$ cat config.mk
export PLATFORM = sky130hd
export DESIGN_NAME = routing_rr_sel_4
export DESIGN_NICKNAME = d
export VERILOG_FILES = /design/src/rtl/routing_rr_sel_4.sv
export SDC_FILE = /design/constraint.sdc
export NUM_CORES = 1
export LEC_CHECK = 0
export BUFFER_PORTS_ARGS = -buffer_cell sky130_fd_sc_hd__buf_2
export CORE_ASPECT_RATIO = 0.9
export CORE_MARGIN = 3
export CORE_UTILIZATION = 55
export CTS_BUF_LIST = sky130_fd_sc_hd__clkbuf_8
export CTS_CLUSTER_DIAMETER = 60
export DETAILED_ROUTE_END_ITERATION = 6
export GPL_TIMING_DRIVEN = 0
export PLACE_DENSITY = 0.8
export SLEW_MARGIN = 30
export SYNTH_ARGS = -nofsm -noshare
export SYNTH_HDL_FRONTEND = slang
export SYNTH_SLANG_ARGS = --single-unit
$ cat constraint.sdc
create_clock -name clk -period 1.91 [get_ports clk]
set_clock_uncertainty 0.15 [all_clocks]
set_input_delay 0.191 -clock clk [delete_from_list [all_inputs] [get_ports clk]]
set_output_delay 0.191 -clock clk [all_outputs]
set_load 0.005 [all_outputs]
$ cat src/rtl/routing_rr_sel_4.sv
// Round-robin select sequencer for four requesters driving a 4:1 mux select.
// Optional ROUTING_RR_LOCK_EN adds a lock input that suspends the forced beat-limit rotation.
module routing_rr_sel_4 #(
    parameter int unsigned MAX_BEATS = 4,
    parameter int unsigned CNT_W     = 8
) (
    input  logic             clk,
    input  logic             reset_n,
    input  logic [3:0]       req,
    input  logic             ack,
`ifdef ROUTING_RR_LOCK_EN
    input  logic             lock,
`endif
    output logic [1:0]       sel,
    output logic [3:0]       gnt,
    output logic             valid,
    output logic [CNT_W-1:0] beat
);

    localparam logic [CNT_W-1:0] BEAT_LAST = CNT_W'(MAX_BEATS - 1);

    typedef enum logic {
        IDLE  = 1'b0,
        GRANT = 1'b1
    } state_t;

    state_t           state, state_n;
    logic [1:0]       ptr, ptr_n;
    logic [1:0]       sel_n;
    logic [3:0]       gnt_n;
    logic             valid_n;
    logic [CNT_W-1:0] beat_n;
    logic             hold_max;
    logic             rel;
    logic [2:0]       pick;

    // Returns {found, index} of the first set request scanning start, start+1, ... mod 4.
    function automatic logic [2:0] rr_pick(input logic [3:0] r, input logic [1:0] start);
        logic [2:0] res;
        logic [1:0] idx;
        res = 3'b000;
        for (int k = 3; k >= 0; k--) begin
            idx = 2'(start + 2'(k));
            if (r[idx]) begin
                res = {1'b1, idx};
            end
        end
        return res;
    endfunction

`ifdef ROUTING_RR_LOCK_EN
    assign hold_max = lock;
`else
    assign hold_max = 1'b0;
`endif

    // Next-state and registered-output computation.
    always_comb begin
        state_n = state;
        ptr_n   = ptr;
        sel_n   = sel;
        gnt_n   = gnt;
        valid_n = valid;
        beat_n  = beat;
        rel     = 1'b0;
        pick    = 3'b000;
        case (state)
            IDLE: begin
                gnt_n   = 4'b0000;
                valid_n = 1'b0;
                beat_n  = '0;
                pick    = rr_pick(req, ptr);
                if (pick[2]) begin
                    state_n = GRANT;
                    sel_n   = pick[1:0];
                    gnt_n   = 4'(4'b0001 << pick[1:0]);
                    valid_n = 1'b1;
                end
            end
            GRANT: begin
                rel = !req[sel] || (ack && (beat == BEAT_LAST) && !hold_max);
                if (rel) begin
                    ptr_n  = 2'(sel + 2'd1);
                    beat_n = '0;
                    // Current owner rescanned last so it only wins when alone.
                    pick   = rr_pick(req, 2'(sel + 2'd1));
                    if (pick[2]) begin
                        sel_n   = pick[1:0];
                        gnt_n   = 4'(4'b0001 << pick[1:0]);
                        valid_n = 1'b1;
                    end else begin
                        state_n = IDLE;
                        gnt_n   = 4'b0000;
                        valid_n = 1'b0;
                    end
                end else if (ack && (beat != BEAT_LAST)) begin
                    beat_n = CNT_W'(beat + 1'b1);
                end
            end
            default: begin
                state_n = IDLE;
                gnt_n   = 4'b0000;
                valid_n = 1'b0;
                beat_n  = '0;
            end
        endcase
    end

    // State and output registers, synchronous active-low reset.
    always_ff @(posedge clk) begin
        if (!reset_n) begin
            state <= IDLE;
            ptr   <= 2'd0;
            sel   <= 2'd0;
            gnt   <= 4'b0000;
            valid <= 1'b0;
            beat  <= '0;
        end else begin
            state <= state_n;
            ptr   <= ptr_n;
            sel   <= sel_n;
            gnt   <= gnt_n;
            valid <= valid_n;
            beat  <= beat_n;
        end
    end

endmodule
==> impl_summary.txt <==
----------------------------------------------------
[Clock network]
  Number of hold buffers added after CTS ... 0
  Clock insertion delay at the later pin of the skew report ... approximately 0.25 ns
  Number of sinks on the clock net ... 18
  Clock-pin slew reported for the worst setup and hold paths after clock tree synthesis ... 0.06 ns
  Root buf cell ... sky130_fd_sc_hd__clkbuf_8
  CTS tree ... yes
  Maximum level of the CTS H-tree ... 1
  Number of buffers added for setup after CTS ... 0
  Buffers from clock root to sink, at most ... 2
  Number of CTS-inserted buffers ... 3

[STA]
  Maximum clock frequency ... 0.550 GHz
  Final number of setup-violating endpoints ... 0
  RSZ-0062 raised after global routing ... false
  Worst slew margin ... about 48%
  Final critical-path share of the clock period ... 95.1%
  Period minus WS final ... 1.82 ns
  Final hold viol count ... 0
  Max-slew violations ... 0
  Worst-margin pin slew ... just under 0.8 ns
  Worst hold slack ... approximately 0.094 ns
  Aggregate negative setup slack ... 0 ns

[Power]
  Part of the total power dissipated in sequential elements ... 43.6%
  Internal power contribution ... approximately 700 uW
  Switching fraction of total power ... between 20 and 30%
  LEAKAGE ... 0.000523 uW
  Areal power density over the cells ... ~760 nW/um^2
  Net switching power ... 268 uW
  Combinational Power Share ... between 20% and 30%
  Relative contribution of the clock network to total power ... a little under a third
  Worst supply voltage drop on vdd ... around 0.51 mV

[Critical path]
  Setup crit end kind ... flip-flop
  Critical path fanouts, max ... 7
  Worst path arrival time ... roughly 1.8 ns
  Startpoint type of the worst setup path ... flip-flop
  Worst setup path class ... flip-flop to flip-flop
  Required time of the critical path ... between 1.5 and 2 ns

[Synthesis]
  Most frequently used flop master after synthesis ... sky130_fd_sc_hd__dfxtp_1
  Number of enable-type register cells in the synthesized netlist ... 0
  Portion of synthesized cell area occupied by the leading cell type ... 34.4%
  Avg Synthesized Cell Area ... 8.74 um^2
  Number of register bits inferred by synthesis ... 18
  Count of synthesis-stage warnings from yosys ... 0
  Post-Synthesis Cells ... 120
  Netlist area before placement ... about 1000 um^2
  Synth top cells by count ... sky130_fd_sc_hd__dfxtp_1, sky130_fd_sc_hd__nor2_1, sky130_fd_sc_hd__a21oi_1
  Biggest area contributors in the synthesized netlist ... sky130_fd_sc_hd__dfxtp_1, sky130_fd_sc_hd__xor2_1, sky130_fd_sc_hd__nor2_1, sky130_fd_sc_hd__a21oi_1, sky130_fd_sc_hd__o22a_1
  Count of distinct cell types in the synthesized netlist ... 43
  Fraction of the yosys area taken by sequential cells ... between 30% and 40%
  Proportion of synthesized flip-flops having asynchronous set or reset ... 0%
  Most numerous cell in the Yosys netlist ... sky130_fd_sc_hd__dfxtp_1
  Synthesized net count ... between 100 and 150
  Yosys top cell by area ... sky130_fd_sc_hd__dfxtp_1

[Drt]
  Routed met3 length ... roughly 120 um
  Average routed wire per standard cell ... roughly 14 um
  Post-detailed-route count of antenna-violating nets ... 0
  Top layer used by detailed routing ... met4
  Final routed wirelength across all metal layers ... ~2300 um
  Drt via density ... between 5 and 6
  Met2 WL ... around 1100 um
  First DRT Iteration DRCs ... 25
  Vias after detailed routing ... 970
  DRC errors left ... 0
  Iteration count of the initial detailed-routing pass ... 4
  Routed met1 length ... between 1000 and 1500 um

[Floorplan]
  Core region area ... roughly 1700 um^2
  Boundary pin count ... 22
  Total Die Area ... around 2500 um^2
  Initial core utilization ... roughly 60%
  FP Rows ... 14
  Horizontal die dimension ... around 52 um
  Height of the chip ... around 47 um

[Min path]
  Worst min path class ... input pin to flip-flop

[GRT]
  Total GRT Usage ... approximately a fifth
  Via count of the first global-routing pass ... ~850
  First-pass GRT wire length ... 3680 um
  GR Overflow Total ... 0
  Antenna violations before repair ... 0
  Pin count of the biggest net entering global routing ... 11

[Final layout]
  Number of nets in the layout ... roughly 150
  Area delta synth->final ... 20.5%
  Inserted Diodes ... 0
  Share of post-route cells with drive strength above 1 ... between 20% and 30%
  Final core utilization ... 72.9%

[Status]
  Run status ... finished, final reports clean

[Run]
  Max cap viols ... 0

[Placed design]
  Number of input and output port buffers inserted ... 19
  Total half-perimeter wirelength after legalization and detailed placement ... between 1500 and 2000 um
  Weighted congestion reported at the end of routability-driven placement ... around 0.86

----------------------------------------------------
through the flow:
| stage | worst slack, ns | area (um^2) | total power, uW | cells |
|---|---|---|---|---|
| after floorplan | 0.158 | 1050 | 595 | 120 |
| after CTS | 0.0691 | 1240 | 964 | 167 |
| after global routing | 0.0112 | 1260 | 1020 | 167 |
| final | 0.0933 | 1260 | 964 | 167 |
| after global placement | 0.0682 | 1170 | 651 | 163 |
| after detailed placement | 0.0293 | 1170 | 656 | 163 |
layer usage:
layer | GRT usage, % | vias up
met5 | 0 | -
met4 | 4.71 | 0
met3 | 5.61 | 4
met2 | 32.3 | 25
met1 | 27.8 | 458
li1 | - | 483
timing repair:
item | in CTS | in global routing
gates resized for setup | 1 | 4
endpoints found under the setup margin | 1 | 4
hold endpoints to repair | 0 | 0
path summary, 6_finish.rpt:
path | end | from | cells past startpoint | slack, ns
setup / recovery | sel[1] | sel[1] | 5 | 0.09
hold / removal | gnt[1] | reset_n | 2 | 0.09
setup reg to reg | sel[1] | sel[1] | 5 | 0.09
hold reg to reg | valid | valid | 1 | 0.32
area by class of cell:
cell class	instances	area [um^2]
sequential	18	360
inverter	6	22.5
clock buffer	4	55.1
timing repair buffer	19	95.1
multi-input combinational	90	659
tap	24	30.0
buffer	6	41.3
fill	139	470
power groups by stage:
stage | sequential [uW] | clock, uW | combinational [uW]
floorplan | 429 | 0 | 166
global placement | 427 | 0 | 224
detailed placement | 429 | 0 | 228
CTS | 420 | 314 | 230
global route | 425 | 328 | 263
finish | 420 | 306 | 237
state kept, by name (all words and copies together), names as in the netlist:
signal and flops:
beat 8, gnt 4, ptr 2, sel 2, state 1, valid 1
worst max-delay path, stage by stage, from the launching register on:
cell and delay (ns):
sky130_fd_sc_hd__dfxtp_1 0.35, sky130_fd_sc_hd__buf_6 0.13, sky130_fd_sc_hd__mux4_2 0.59, sky130_fd_sc_hd__a31oi_4 0.23, sky130_fd_sc_hd__o211ai_1 0.11, sky130_fd_sc_hd__o211a_1 0.15
kinds of logic (layout without fill, tap and decap cells):
group	after synthesis	count (layout)	synth area share, %
AO/OA/AOI/OAI	38	38	25.7
XOR/XNOR	8	8	6.68
AND/OR/NAND/NOR	40	40	22.0
adder cells (fa/ha/maj)	1	1	1.19
flip-flops	18	18	34.4
buffers and inverters	12	35	6.08
multiplexers	3	3	4.06
cell usage in the layout, fill, tap and decap left out, types with 4 or more instances in the layout:
cell type and instances:
sky130_fd_sc_hd__o22a_1 4, sky130_fd_sc_hd__dfxtp_1 18, sky130_fd_sc_hd__nor2_1 13, sky130_fd_sc_hd__inv_1 6
sky130_fd_sc_hd__xor2_1 6, sky130_fd_sc_hd__a21oi_1 9, sky130_fd_sc_hd__buf_2 21, sky130_fd_sc_hd__nand2b_1 4
sky130_fd_sc_hd__clkbuf_8 4, sky130_fd_sc_hd__o21ai_0 6, sky130_fd_sc_hd__o21a_1 4
No activity file was read; power rests on OpenSTA's default activity.
